**config.mk**
```make
export PLATFORM = sky130hd
export DESIGN_NAME = stall_ready_fifo
export DESIGN_NICKNAME = d
export VERILOG_FILES = /design/src/rtl/stall_ready_fifo.sv
export SDC_FILE = /design/constraint.sdc
export NUM_CORES = 1
export LEC_CHECK = 0
export ABC_AREA = 1
export BUFFER_PORTS_ARGS = -buffer_cell sky130_fd_sc_hd__buf_4
export CAP_MARGIN = 15
export CORE_MARGIN = 2
export CORE_UTILIZATION = 45
export CTS_CLUSTER_SIZE = 10
export DETAILED_ROUTE_END_ITERATION = 10
export PLACE_DENSITY = 0.67
export SETUP_SLACK_MARGIN = 0.1
export SLEW_MARGIN = 10
export SYNTH_ARGS = -nofsm -noshare
export SYNTH_HDL_FRONTEND = slang
export SYNTH_SLANG_ARGS = --single-unit
```
**constraint.sdc**
```tcl
create_clock -name clk -period 2.5 [get_ports clk]
set_clock_uncertainty 0.1 [all_clocks]
set_input_delay 0.25 -clock clk [delete_from_list [all_inputs] [get_ports clk]]
set_output_delay 0.25 -clock clk [all_outputs]
set_load 0.02 [all_outputs]
```
**src/rtl/stall_ready_fifo.sv**
```systemverilog
// Show-ahead FIFO that feeds back a registered stall to a stallable upstream pipeline.
// Stall asserts once occupancy reaches DEPTH-SLACK, so the upstream can never overflow it.
module stall_ready_fifo #(
    parameter int unsigned WIDTH = 32,
    parameter int unsigned DEPTH = 4,
    parameter int unsigned SLACK = 0
) (
    input  logic                       clk,
    input  logic                       rst,
    input  logic                       in_valid,
    input  logic [WIDTH-1:0]           in_data,
    output logic                       stall,
    output logic                       out_valid,
    input  logic                       out_ready,
    output logic [WIDTH-1:0]           out_data,
    output logic [$clog2(DEPTH+1)-1:0] level
);

    localparam int unsigned PTR_W = $clog2(DEPTH);
    localparam int unsigned LVL_W = $clog2(DEPTH + 1);
    localparam logic [LVL_W-1:0] STALL_LVL = LVL_W'(DEPTH - SLACK);

    logic [WIDTH-1:0] mem_q [DEPTH];
    logic [PTR_W-1:0] wr_ptr_q, wr_ptr_d;
    logic [PTR_W-1:0] rd_ptr_q, rd_ptr_d;
    logic [LVL_W-1:0] level_q, level_d;
    logic             stall_q, stall_d;
    logic             wr;
    logic             rd;

    // The upstream holds its output while stalled, so gating on stall_q avoids duplicates.
    assign wr = in_valid & ~stall_q;
    assign rd = out_valid & out_ready;

    always_comb begin
        wr_ptr_d = wr_ptr_q;
        rd_ptr_d = rd_ptr_q;
        level_d  = level_q;
        if (wr) begin
            wr_ptr_d = wr_ptr_q + 1'b1;
        end
        if (rd) begin
            rd_ptr_d = rd_ptr_q + 1'b1;
        end
        unique case ({wr, rd})
            2'b10:   level_d = level_q + 1'b1;
            2'b01:   level_d = level_q - 1'b1;
            default: level_d = level_q;
        endcase
        stall_d = (level_d >= STALL_LVL);
    end

    always_ff @(posedge clk) begin
        if (rst) begin
            wr_ptr_q <= '0;
            rd_ptr_q <= '0;
            level_q  <= '0;
            stall_q  <= 1'b0;
        end else begin
            wr_ptr_q <= wr_ptr_d;
            rd_ptr_q <= rd_ptr_d;
            level_q  <= level_d;
            stall_q  <= stall_d;
        end
    end

    // Storage is deliberately not reset; stale entries are masked by out_valid.
    always_ff @(posedge clk) begin
        if (wr && !rst) begin
            mem_q[wr_ptr_q] <= in_data;
        end
    end

    assign out_valid = (level_q != '0);
    assign out_data  = out_valid ? mem_q[rd_ptr_q] : '0;
    assign stall     = stall_q;
    assign level     = level_q;

    property p_level_bounded;
        @(posedge clk) disable iff (rst) level_q <= STALL_LVL;
    endproperty
    a_level_bounded: assert property (p_level_bounded);

    property p_stall_tracks_level;
        @(posedge clk) disable iff (rst) stall_q == (level_q >= STALL_LVL);
    endproperty
    a_stall_tracks_level: assert property (p_stall_tracks_level);

endmodule

```
[Yosys cells after proc, flatten, opt, wreduce, memory -nomap -nowiden]
Memories as Yosys holds them, arrays and structs flattened. A register that Yosys moved wholly into a read port is not among the register bits.
Cells that the tools add are included.
Widths: inputs -> output; s select.
Word-level totals
  input bits: 36
  latch bits: 0
  logic and storage cells: 24
  register bits: 8
  memories kept: 1
  bits in read-only memories: 0
  bits in writable memories: 128
  output and inout port bits: 37
Memory list
  mem_q: words 4, bits a word 32, read ports 1, clocked after memory_dff 1, write ports 1, RTL line 23  | logic [WIDTH-1:0] mem_q [DEPTH];
Operators by class
  div/mod/pow operators: 0
  add/sub/neg operators: 4
  shift-type cells: 0
  eq/ne operators: 2
  order comparisons: 1
  reductions and logical operators: 3
  mux-type cells: 6
  bitwise operators: 3
  multipliers: 0
Operators with widths (count)
  $mux 32: 1
  $pmux 3 s2: 1
  $add 2x1->2 const B: 2
  $mux 2: 2
  $add 3x1->3 const B: 1
  $ge 3x3->1 const B: 1
  $reduce_bool 3->1: 1
  $sub 3x1->3 const B: 1
  $and 1x1->1: 2
  $eq 2x1->1 const B: 1
  $eq 2x2->1 const B: 1
  $mux 1: 2
  $logic_and 1x1->1: 1
  $logic_not 1->1: 1
  $not 1->1: 1

[Longest topological paths before layout]
  word-level depth: 5
  depth in mapped cells: 13
  depth with buffers taken out: 13

[Least setup slack after synthesis]
No wires, ideal clock.
  path type: reg2reg
  start point: register with a tool-made name
  end point: memory mem_q[0][0], enable pin
  cell stages (with the launch flop): 4
  setup slack: -20 ps
  required time: 1979 ps
  clock period less this slack: 2520 ps
  library setup time: 421 ps
  arrival time: 1998 ps
  buffers on the path: 0
  cells stage by stage: dfxtp_1 > inv_1 > nand3_1 > nor2_1
RTL lines (RTL line)
  to (decl): 23

==> summary.txt <==
Run status
  • Status: complete, no violations

CTS
  • CTS sink count: 137
  • Register clock-pin slew on the reported worst setup and hold paths: 0.06 ns
  • # Post-CTS Setup Buffers: 0
  • Root Driver: clkbuf_16
  • Longest Clk Path Bufs: 2
  • Num CTS Buffers: 17
  • TritonCTS clock tree: built
  • Skew-Pair Late Insertion Delay: 0.40 ns
  • H-tree depth: 4

Global routing
  • Vias in the first global route: 3674
  • Initial antenna violation count: 0
  • Total grt overflow: 0
  • GRT Total Usage: 18.9%
  • Largest net degree at the start of global routing: 65
  • First-pass GRT wire length: 18600 um

Drt
  • DRT iter0 DRCs: 358
  • Via count: 3636
  • Drc violations: 0
  • Via/cell ratio: 5.05
  • DRT Wirelength: 11800 um
  • Drt wl/cell: 16.4 um
  • Post-route ant nets: 0
  • Drt first pass iters: 4

Yosys
  • Cells after Synth: 445
  • Synthesized Nets: 487
  • Register area share after synthesis: 72.5%
  • Cell Area, Synth: 5550 um2
  • Synth warn: 0
  • Seq cells post-synth: 137
  • Syn Area/Cell: 12.5 um2
  • Yosys cell types: 19

Cells and area
  • Area occupied by multi-input gates: 1250 um2
  • Ant diodes: 0
  • Design Area, Final: 7180 um2
  • Filler cell count: 942
  • Final nets: 602
  • Layout cells sized above 1: 22.9%
  • Reg area: 4030 um2
  • Synth-to-layout area growth: 29.4%

Placed design
  • Place WS: 0.511 ns
  • Port Buffer Count: 72
  • Cell area after placement: 6200 um2
  • DP HPWL: 6650 um
  • Final GP Congestion: 0.739

STA
  • Setup TNS: 0 ns
  • Worst slew pin tran: 0.449 ns
  • Post-route setup slack: 0.192 ns
  • Final Hold Viols: 0
  • RSZ-0062 raised after global routing: true
  • Tcrit/Tclk final: 92.3%
  • Min Tclk post-route: 2.31 ns
  • Setup violators final: 0
  • Fin. max-slew vios: 0
  • Slew HR: 69.9%
  • Fmax: 433 MHz

Worst setup path
  • Crit-path cells: clkinvlp_4 -> buf_4 -> nor2_1 -> o21ai_1 -> a21oi_1 -> buf_4
  • Max stage delay cell, worst path: dfxtp_1
  • CP Launch Type: flip-flop
  • Arrival time of the worst setup path: 1.96 ns
  • Slowest stage delay, CP: 0.41 ns
  • Critical path endpoint category: primary output
  • Most used cell, CP: buf_4
  • CP Max Fanout: 13
  • Critical Path RT: 2.15 ns
  • Crit path kind: reg2out

Floorplan
  • I/O pin cnt: 73
  • Die Height: 115 um
  • Core area: 12000 um2
  • Die W: 115 um
  • Die area: 13200 um2
  • Initial Util: 46.2%
  • Num rows: 40

Power and ir drop
  • Peak supply drop: 627 uV
  • LEAKAGE: 0.00267 uW
  • Power density cells: 1110 nW/um2

Run
  • Max Cap Viol: 0

Worst hold path
  • HP Class: in2reg
[synthesized netlist by cell type]
master	instances	area share, %
buf_12	4	1.4
nand3_1	4	0.36
nand2_1	12	0.81
fa_1	1	0.36
o21ai_0	25	2.3
buf_8	2	0.54
a21oi_2	8	1.3
nor2_1	138	9.3
a21oi_1	29	2.6
inv_2	1	0.068
buf_6	4	0.81
dfxtp_1	9	3.2
edfxtp_1	128	69
buf_2	6	0.54
inv_1	18	1.2
ha_1	5	1.1
o21ai_1	43	3.9
buf_4	3	0.41
clkbuf_2	5	0.45
[sequential cells by signal, summed over array words and instances, names as in the netlist, named ones only]
register and cells:
mem_q 128, rd_ptr_q 2, level 1, wr_ptr_q 2
[critical path, delay by kind of cell (launching register included)]
| kind | cells | cell delay (ns) |
|---|---|---|
| AOI/OAI and AO/OA | 2 | 0.28 |
| buffers and inverters | 3 | 0.73 |
| DFF | 1 | 0.41 |
| and+or+nand+nor | 1 | 0.12 |
[per-layer routing]
metal / wire (um) / up-vias / share of wire (%) / track usage [%]
li1: - / 1782 / - / -
met1: 4870 / 1742 / 41 / 23.9
met2: 6160 / 106 / 52 / 31.6
met3: 643 / 6 / 5.5 / 4.80
met4: 102 / 0 / 0.87 / 7.23
met5: 0 / - / 0 / 0
[kinds of logic after synthesis]
kind of cell | after synthesis | synth area share (%)
and+or+nand+nor | 154 | 10.5
DFF | 137 | 72.5
AOI/OAI and AO/OA | 105 | 10.0
buffers and inverters | 43 | 5.48
adders and majority gates | 6 | 1.49
[where the power goes]
part           internal (uW)  switching, uW
registers               2680           65.3
logic                    926           1600
clock network           1760            898
[layout make-up]
class	instances	area share [%]
flip-flops and latches	137	56.1
inverters	19	1.05
clock inverters	14	2.84
clock buffers	18	5.98
well taps	147	2.56
repair inverters	1	0.0697
multi-input cells	265	17.4
repair buffers	119	14.0
[placed cells by master (no fill, tap or decap), types with 3 or more instances in the layout]
master,synthesis,routed
nand3_1,4,4
o21ai_1,43,43
edfxtp_1,128,128
buf_4,3,83
clkinv_2,0,4
clkinv_4,0,3
ha_1,5,5
dlygate4sd3_1,0,33
bufinv_16,0,5
o21ai_0,25,25
nand2_1,12,12
nor2_4,0,4
dfxtp_1,9,8
nor2_1,138,134
inv_1,18,17
clkbuf_16,0,17
a21oi_1,29,29
a21oi_2,8,8
[repair_timing]
action                                  4_1_cts  5_1_grt
endpoints found under the hold margin       130        0
gates cloned                                  0        1
hold buffers                                 33        0
gates resized for setup                       1        2
endpoints found under the setup margin        4       14
[per-stage QoR]
| stage | util, % | instances | hold slack (ns) | total power, uW |
|---|---|---|---|---|
| after floorplan | - | 445 | 0.228 | 4440 |
| after global placement | 51.6 | 654 | 0.351 | 5240 |
| after detailed placement | 51.6 | 654 | 0.353 | 5280 |
| after CTS | 59.7 | 719 | 0.0368 | 8000 |
| after global routing | 59.8 | 720 | 0.0670 | 8350 |
| final | 59.8 | 720 | 0.0572 | 7940 |
[final timing paths]
check                                 start           end  slack [ns]  depth (start not counted)
worst max register to register    flip-flop     flip-flop        0.54                         12
worst min-delay path              out_ready     flip-flop        0.06                          4
worst max-delay path              flip-flop  out_data[10]        0.19                          6
worst min register to register  rd_ptr_q[1]     flip-flop        0.43                          2
No activity file was read; power rests on OpenSTA's default activity.
